**src/rtl/mem_port_arbiter.sv**
```systemverilog
// mem_port_arbiter
//   Shares one downstream memory port between the instruction-fetch port (I)
//   and the load/store port (D). Each port sends a one-cycle request pulse.
//   The pulse is captured into a 1-entry pending slot for that port. Requests
//   are issued downstream one at a time. rdata/resp are returned to the port
//   that owns the in-flight request.
//
//   Optional feature: define ARB_ROUND_ROBIN_EN to alternate grants when both
//   slots are full at a grant point. Without it, D has fixed priority over I.
//
// Ports
//   clk, rst              clock, synchronous active-high reset
//   i_addr, i_rmask       I request (read only); a nonzero mask is a request pulse
//   i_rdata, i_resp       I response data and 1-cycle response pulse
//   d_addr, d_rmask,      D request; nonzero rmask means read, nonzero wmask means write
//   d_wmask, d_wdata
//   d_rdata, d_resp       D response data and 1-cycle response pulse
//   mem_addr, mem_rmask,  downstream request; the masks are 1-cycle pulses
//   mem_wmask, mem_wdata
//   mem_rdata, mem_resp   downstream response
//   proto_err             sticky protocol-violation flag
module mem_port_arbiter (
  input  logic        clk,
  input  logic        rst,
  input  logic [31:0] i_addr,
  input  logic [3:0]  i_rmask,
  output logic [31:0] i_rdata,
  output logic        i_resp,
  input  logic [31:0] d_addr,
  input  logic [3:0]  d_rmask,
  input  logic [3:0]  d_wmask,
  input  logic [31:0] d_wdata,
  output logic [31:0] d_rdata,
  output logic        d_resp,
  output logic [31:0] mem_addr,
  output logic [3:0]  mem_rmask,
  output logic [3:0]  mem_wmask,
  output logic [31:0] mem_wdata,
  input  logic [31:0] mem_rdata,
  input  logic        mem_resp,
  output logic        proto_err
);

  typedef enum logic [2:0] {IDLE, ISSUE_I, ISSUE_D, WAIT_I, WAIT_D} state_t;
  state_t state, state_nx;

  // Pending slots. A slot stays full from capture until its response edge,
  // so "full" also covers the in-flight case.
  logic        i_full;
  logic [31:0] i_slot_addr;
  logic [3:0]  i_slot_rmask;
  logic        d_full;
  logic [31:0] d_slot_addr;
  logic [3:0]  d_slot_rmask, d_slot_wmask;
  logic [31:0] d_slot_wdata;

  logic i_req, d_req, d_both, i_take, d_take, i_pend, d_pend;
  logic prefer_i;
  logic [31:0] i_eff_addr, d_eff_addr, d_eff_wdata;
  logic [3:0]  i_eff_rmask, d_eff_rmask, d_eff_wmask, d_in_rmask;

  always_comb begin
    i_req  = |i_rmask;
    d_req  = (|d_rmask) || (|d_wmask);
    d_both = (|d_rmask) && (|d_wmask);
    i_take = i_req && !i_full;
    d_take = d_req && !d_full;
    // Pending includes a request captured this cycle. This lets an idle
    // arbiter issue on the very next edge without a bubble.
    i_pend = i_full || i_take;
    d_pend = d_full || d_take;
    // A D request with both masks set is treated as a write only.
    d_in_rmask  = (|d_wmask) ? 4'h0 : d_rmask;
    i_eff_addr  = i_full ? i_slot_addr  : i_addr;
    i_eff_rmask = i_full ? i_slot_rmask : i_rmask;
    d_eff_addr  = d_full ? d_slot_addr  : d_addr;
    d_eff_rmask = d_full ? d_slot_rmask : d_in_rmask;
    d_eff_wmask = d_full ? d_slot_wmask : d_wmask;
    d_eff_wdata = d_full ? d_slot_wdata : d_wdata;
  end

`ifdef ARB_ROUND_ROBIN_EN
  logic last_grant_d;  // 1 means D was granted last
  always_comb prefer_i = last_grant_d;
`else
  always_comb prefer_i = 1'b0;
`endif

  // Next-state logic
  always_comb begin
    state_nx = state;
    unique case (state)
      IDLE: begin
        if (d_pend && (!i_pend || !prefer_i)) state_nx = ISSUE_D;
        else if (i_pend)                      state_nx = ISSUE_I;
      end
      ISSUE_I: state_nx = WAIT_I;
      ISSUE_D: state_nx = WAIT_D;
      WAIT_I:  if (mem_resp) state_nx = d_pend ? ISSUE_D : IDLE;
      WAIT_D:  if (mem_resp) state_nx = i_pend ? ISSUE_I : IDLE;
      default: state_nx = IDLE;
    endcase
  end

  always_ff @(posedge clk) begin
    if (rst) begin
      state        <= IDLE;
      i_full       <= 1'b0;
      i_slot_addr  <= '0;
      i_slot_rmask <= '0;
      d_full       <= 1'b0;
      d_slot_addr  <= '0;
      d_slot_rmask <= '0;
      d_slot_wmask <= '0;
      d_slot_wdata <= '0;
      mem_addr     <= '0;
      mem_rmask    <= '0;
      mem_wmask    <= '0;
      mem_wdata    <= '0;
      i_rdata      <= '0;
      i_resp       <= 1'b0;
      d_rdata      <= '0;
      d_resp       <= 1'b0;
      proto_err    <= 1'b0;
    end else begin
      state <= state_nx;

      // Slot capture. The free happens only while the slot is in flight,
      // and capture needs an empty slot, so the two never collide.
      if (i_take) begin
        i_full       <= 1'b1;
        i_slot_addr  <= i_addr;
        i_slot_rmask <= i_rmask;
      end else if (state == WAIT_I && mem_resp) begin
        i_full <= 1'b0;
      end
      if (d_take) begin
        d_full       <= 1'b1;
        d_slot_addr  <= d_addr;
        d_slot_rmask <= d_in_rmask;
        d_slot_wmask <= d_wmask;
        d_slot_wdata <= d_wdata;
      end else if (state == WAIT_D && mem_resp) begin
        d_full <= 1'b0;
      end

      // Downstream outputs are loaded on entry to ISSUE. The masks pulse for
      // that single cycle; addr and wdata hold afterwards.
      mem_rmask <= '0;
      mem_wmask <= '0;
      if (state_nx == ISSUE_I) begin
        mem_addr  <= i_eff_addr;
        mem_rmask <= i_eff_rmask;
        mem_wdata <= '0;
      end else if (state_nx == ISSUE_D) begin
        mem_addr  <= d_eff_addr;
        mem_rmask <= d_eff_rmask;
        mem_wmask <= d_eff_wmask;
        mem_wdata <= d_eff_wdata;
      end

      // Route the response to the owner of the in-flight request.
      i_resp <= (state == WAIT_I) && mem_resp;
      d_resp <= (state == WAIT_D) && mem_resp;
      if (state == WAIT_I && mem_resp) i_rdata <= mem_rdata;
      if (state == WAIT_D && mem_resp) d_rdata <= mem_rdata;

      // Errors: a request to an occupied port, a D request with both masks
      // set, or a response that arrives while nothing is waiting.
      if ((i_req && i_full) || (d_req && d_full) || d_both ||
          (mem_resp && state != WAIT_I && state != WAIT_D))
        proto_err <= 1'b1;
    end
  end

`ifdef ARB_ROUND_ROBIN_EN
  always_ff @(posedge clk) begin
    if (rst)                       last_grant_d <= 1'b1;
    else if (state_nx == ISSUE_I)  last_grant_d <= 1'b0;
    else if (state_nx == ISSUE_D)  last_grant_d <= 1'b1;
  end
`endif

endmodule

```
**config.mk**
```make
export PLATFORM = sky130hd
export DESIGN_NAME = mem_port_arbiter
export DESIGN_NICKNAME = d
export VERILOG_FILES = /design/src/rtl/mem_port_arbiter.sv
export SDC_FILE = /design/constraint.sdc
export NUM_CORES = 1
export LEC_CHECK = 0
export CAP_MARGIN = 10
export CELL_PAD_IN_SITES_DETAIL_PLACEMENT = 2
export CELL_PAD_IN_SITES_GLOBAL_PLACEMENT = 2
export CORE_MARGIN = 2
export CORE_UTILIZATION = 28
export DETAILED_ROUTE_END_ITERATION = 8
export PLACE_DENSITY_LB_ADDON = 0.1
export SLEW_MARGIN = 40
export SYNTH_ARGS = -nofsm -noshare
export SYNTH_HDL_FRONTEND = slang
export SYNTH_SLANG_ARGS = --single-unit
export TNS_END_PERCENT = 5
```
**constraint.sdc**
```tcl
create_clock -name clk -period 2.5 [get_ports clk]
set_input_delay 0.5 -clock clk [delete_from_list [all_inputs] [get_ports clk]]
set_output_delay 0.5 -clock clk [all_outputs]
set_load 0.02 [all_outputs]
```
==> results of run 1 <==
[worst max-delay path: stages]
cell             delay [ns]
clkdlybuf4s50_1        0.43
or4_1                  0.66
buf_4                  0.22
nor3_4                 0.26
buf_12                 0.18
nor2_4                 0.09
buf_16                 0.17
a211oi_1               0.26
[area by class of cell]
| cell class | count | area, um^2 |
|---|---|---|
| fillers | 3961 | 21100 |
| flip-flops and latches | 252 | 5050 |
| multi-input cells | 847 | 4930 |
| repair buffers | 347 | 3640 |
| clock buffers | 43 | 902 |
| well taps | 468 | 586 |
| clock inverters | 14 | 260 |
| inverters | 5 | 18.8 |
[sequential cells by signal (all words and copies together) (netlist names), 3 cells and up]
name and count:
state 3, mem_wdata 32, mem_rmask 4, d_slot_wmask 4
d_slot_rmask 4, d_slot_wdata 32, d_rdata 32, d_slot_addr 32
i_rdata 32, mem_addr 32, i_slot_addr 32, i_slot_rmask 4
mem_wmask 4
[how the worst max path moves through the flow]
| stage | start | endpoint | cells after the start |
|---|---|---|---|
| floorplan | d_wmask[3] | mem_rmask[0] | 5 |
| global placement | d_wmask[3] | mem_wdata[11] | 7 |
| detailed placement | d_wmask[3] | mem_wdata[15] | 8 |
| CTS | d_wmask[0] | mem_wdata[19] | 8 |
| global route | d_wmask[3] | mem_wdata[19] | 8 |
| finish | d_wmask[3] | mem_wdata[19] | 8 |
[through the flow]
stage	utilization (%)	cell area, um^2	setup slack [ns]	power, mW	TNS (ns)
after detailed placement	39.0	14200	-0.341	7.25	-23.41
after global routing	42.1	15400	0.0897	12.8	0
final	42.1	15400	0.149	12.2	0
after CTS	42.1	15400	0.170	12.4	0
after floorplan	-	10400	0.304	5.93	0
after global placement	38.9	14200	-0.241	7.16	-20.39
[layout by cell type (no fill, tap or decap), types with 4 or more instances in the layout]
cell,n
a2111oi_0,32
a211oi_1,32
a21boi_0,5
a21oi_1,242
a22oi_1,6
buf_12,25
buf_4,40
bufinv_16,7
clkbuf_1,5
clkbuf_16,32
clkbuf_8,6
clkdlybuf4s50_1,280
dfxtp_1,250
inv_1,4
mux2i_1,64
nand2_1,332
nor2_1,12
nor2b_1,36
nor3_1,8
o32ai_1,8
o32ai_2,28
or4_1,4
[layer usage]
metal | up-vias | routed length [um]
li1 | 4771 | -
met1 | 4936 | 18400
met2 | 195 | 19900
met3 | 54 | 2090
met4 | 2 | 835
met5 | - | 10
[synthesized netlist by cell type (3+ instances only)]
cell type / count / area share (%)
nor3_1: 8 / 0.39
clkbuf_1: 83 / 3.0
a21oi_1: 243 / 12
a31oi_1: 3 / 0.18
dfxtp_1: 252 / 49
nand2_1: 332 / 12
mux2i_1: 64 / 6.2
o32ai_1: 8 / 0.68
a21boi_0: 5 / 0.36
a22oi_1: 6 / 0.43
inv_1: 4 / 0.14
or2_2: 3 / 0.18
or4_1: 4 / 0.29
buf_6: 4 / 0.43
o32ai_2: 28 / 4.4
nand3_1: 4 / 0.19
nor2_1: 16 / 0.58
nor2b_1: 36 / 2.2
a211oi_1: 32 / 2.3
a2111oi_0: 32 / 2.7
buf_2: 18 / 0.87
[power by group]
| group | total, mW | switching [mW] | internal [mW] |
|---|---|---|---|
| Combinational | 2.56 | 1.38 | 1.18 |
| Clock | 5.09 | 1.85 | 3.24 |
| Sequential | 4.58 | 0.222 | 4.36 |
| Total | 12.2 | 3.46 | 8.78 |
[cells by family after synthesis]
logic type	synth area share [%]
AOI/OAI and AO/OA	23.9
buffers and inverters	4.56
DFF	48.6
and+or+nand+nor	16.6
adders and majority gates	0.0965
muxes	6.18
==> impl_metrics.ini, run 1 <==
[outcome]
status = completed

[place]
port_buffers = 281
place_hpwl_mm = 27.9
gp_congestion = 0.759
place_inst = 1919

[drt]
first_iter_violations = 364
vias = 9958
routedWlPerCell_um = 20.9
drt-vias-per-instance = 5.04
drc = 0
drtPass1Iterations = 4
ant_nets = 0
wl_mm = 41.2

[clock_network]
cts_buffers = 31
h-tree-depth = 1
clkTransAtPathRegs_ns = 0.06
post_cts_resized = 0
root_buffer = clkbuf_16
cts_tree = done
clk_latency_ns = 0.56
post_cts_buffers = 0
cts-hold-fix-buffers = 0
cts_sinks = 252
clockBufferDepth = 3

[synthesis]
synthCells = 1211
yosys_register_bits = 252
ys_async_sr_fraction_pct = 0
yosys_most_used_dff = dfxtp_1
synth_edf_count = 0
yosysUniqueCellTypes = 41
syn_nets = 1354
netlist_area_mm2 = 0.0104
syn_avg_cell_area_um2 = 8.57
seq_area_frac_synth_pct = 48.6
synth_warnings = 0

[global_routing]
grt_usage_pct = 21.1
globalRouteMet1Util_pct = 26.8
gr-usage-met3_pct = 4.57
grt_overflow = 0
grt_pass1_vias = 11000
grt_max_degree = 142
grt_pass1_wl_mm = 64.0
antenna_found_initial = 1
met2_usage_pct = 36.6
top_usage_layer = met2

[min_path]
min_path_type = in2reg
holdCritStartpoint = rst
holdPathEnd = i_slot_rmask[2]
holdPathStages = 2

[sta]
fin_crit_ns = 2.35
hold_viol_final = 0
maxSlewViolCount = 0
finalCritPeriodShare_pct = 94.1
tightest_slew_ns = 0.760
slew_headroom_pct = 49.3
rsz0062_at_grt = no
setup_viol = 0
finClkSkew_ns = 0.0281
timing.fmax_ghz = 0.425
hold-worst-slack_ns = 0.199

[finish]
diodes = 0
drive_gt1_share_pct = 11.1
areaGrowthSynthToFinish_pct = 48.4
fin_nets = 1627
final_cells = 1976

[pwr]
ir_drop_uv = 516
p_leak_nw = 5.60
power_density_mw_per_mm2 = 795

[floorplan]
core_area_mm2 = 0.0365
dieHeight_um = 196
initial_core_util_pct = 28.4
die-area_mm2 = 0.0386
row_count = 70
pin_count = 282
die_x_um = 196

[worst_setup_path]
crit_required_ns = 2.96
ff2ff_setup_slack_ns = 0.34
r2r_end = mem_addr[28]
r2r_cells = 6
end_kind = flop
worstPathMaxFanout = 22
start_kind = input port
worst-setup-path-type = in2reg
cp.arrival_ns = 2.81
rr_startpoint = state[1]

[run]
maxCapViolCount = 0
(Power assumes the default switching activity.)
==> run 2, diff against run 1 <==
--- a/config.mk
+++ b/config.mk
@@ -12,6 +12,7 @@
 export CORE_UTILIZATION = 28
 export DETAILED_ROUTE_END_ITERATION = 8
 export PLACE_DENSITY_LB_ADDON = 0.1
+export SKIP_LAST_GASP = 1
 export SLEW_MARGIN = 40
 export SYNTH_ARGS = -nofsm -noshare
 export SYNTH_HDL_FRONTEND = slang
==> results of run 2 <==
Final layout, timing and power as in run 1 (identical DEF).
==> run 3, diff against run 2 <==
--- a/config.mk
+++ b/config.mk
@@ -10,10 +10,11 @@
 export CELL_PAD_IN_SITES_GLOBAL_PLACEMENT = 2
 export CORE_MARGIN = 2
 export CORE_UTILIZATION = 28
+export CTS_CLUSTER_SIZE = 25
 export DETAILED_ROUTE_END_ITERATION = 8
 export PLACE_DENSITY_LB_ADDON = 0.1
 export SKIP_LAST_GASP = 1
-export SLEW_MARGIN = 40
+export SLEW_MARGIN = 15
 export SYNTH_ARGS = -nofsm -noshare
 export SYNTH_HDL_FRONTEND = slang
 export SYNTH_SLANG_ARGS = --single-unit
==> impl_metrics.ini, run 3 (synthesis results as in run 1) <==
[worst_setup_path]
cp.arrival_ns = 2.75
end_kind = flop
slowest_stage = or4_1
worstPathMaxFanout = 32
crit_required_ns = 2.95
worst-setup-path-type = in2reg
slowest_delay_ns = 0.66
cp_cell_sequence = clkdlybuf4s50_1 -> or4_1 -> buf_4 -> nor3_4 -> buf_12 -> nor2_4 -> a211oi_1
start_kind = input port

[global_routing]
grt_pass1_vias = 11100
grt_pass1_wl_mm = 64.3
grt_overflow = 0
antenna_found_initial = 2
grt_max_degree = 142
grt_usage_pct = 21.2

[finish]
fin_nets = 1626
final_common_cell = nand2_1
final_cell_mix = 332 x nand2_1, 280 x clkdlybuf4s50_1, 250 x dfxtp_1
diodes = 0
drive_gt1_share_pct = 10.6
areaGrowthSynthToFinish_pct = 46.7
stdcell_area_mm2 = 0.0152

[drt]
drtPass1Iterations = 4
wl_mm = 41.3
routedWlPerCell_um = 20.9
vias = 9905
drc = 0
drt-vias-per-instance = 5.02
first_iter_violations = 349
ant_nets = 0

[place]
place_hpwl_mm = 27.9
port_buffers = 281
gp_congestion = 0.759
placed_cell_area_mm2 = 0.0142

[clock_network]
cts_sinks = 252
post_cts_buffers = 0
cts-hold-fix-buffers = 0
cts_buffers = 31
root_buffer = clkbuf_16
post_cts_resized = 0
clockBufferDepth = 3
clk_latency_ns = 0.55
cts_tree = done
clkTransAtPathRegs_ns = 0.06
h-tree-depth = 1

[min_path]
min_path_type = in2reg

[sta]
final.setup.tns_ns = 0
rsz0062_at_grt = no
setup_viol = 0
finalCritPeriodShare_pct = 92.0
finClkSkew_ns = 0.0132
tightest_slew_ns = 0.872
slew_headroom_pct = 41.7
timing.fmax_ghz = 0.435
maxSlewViolCount = 0
fin_crit_ns = 2.30
hold_viol_final = 0

[floorplan]
core_area_mm2 = 0.0365
row_count = 70
dieHeight_um = 196
pin_count = 282
die_x_um = 196
die-area_mm2 = 0.0386
initial_core_util_pct = 28.4

[run]
maxCapViolCount = 0

[pwr]
power_density_mw_per_mm2 = 766
ir_drop_uv = 523
p_leak_nw = 5.53
totalPowerFinal_mw = 11.7

[outcome]
status = completed
run 3: cell type report:
| class | count | area, um^2 |
|---|---|---|
| sequential | 252 | 5050 |
| tap | 468 | 586 |
| inverter | 5 | 18.8 |
| clock inverter | 8 | 121 |
| fill | 4004 | 21300 |
| timing repair buffer | 346 | 3610 |
| clock buffer | 48 | 900 |
| multi-input combinational | 847 | 4930 |
run 3: routing by layer:
metal  vias to the layer above  wire length, um  GRT usage (%)  share of wire (%)
met3                        55             2140           4.33                5.2
met4                         4              746           4.83                1.8
met1                      4870            18500           26.6                 45
li1                       4777                -              -                  -
met2                       199            20000           37.3                 48
met5                         -               28              0              0.068
run 3: path summary, 6_finish.rpt:
kind | start | endpoint | slack [ns] | cells past startpoint
max | d_wmask[0] | mem_wdata[26] | 0.20 | 7
min | rst | i_slot_addr[10] | 0.21 | 2
max reg2reg | state[1] | mem_wdata[26] | 0.22 | 5
min reg2reg | i_slot_rmask[1] | i_slot_rmask[1] | 0.45 | 2
run 3: per-stage QoR:
stage / cells / hold WS [ns] / utilization (%) / setup slack, ns
after floorplan: 1211 / 0.433 / - / 0.304
after global placement: 1918 / 0.439 / 38.9 / -0.241
after detailed placement: 1918 / 0.451 / 38.9 / -0.287
after CTS: 1974 / 0.191 / 41.7 / 0.156
after global routing: 1974 / 0.206 / 41.7 / 0.124
final: 1974 / 0.210 / 41.7 / 0.199
run 3: report_power, final:
| part | switching (mW) | internal [mW] |
|---|---|---|
| Combinational | 1.38 | 1.16 |
| Sequential | 0.222 | 4.36 |
| Clock | 1.77 | 2.77 |
run 3: worst max-delay path: cells and delay by family:
kind | cells | cell delay, ns
AND/OR/NAND/NOR | 3 | 1.07
buffers and inverters | 3 | 0.84
AO/OA/AOI/OAI | 1 | 0.29
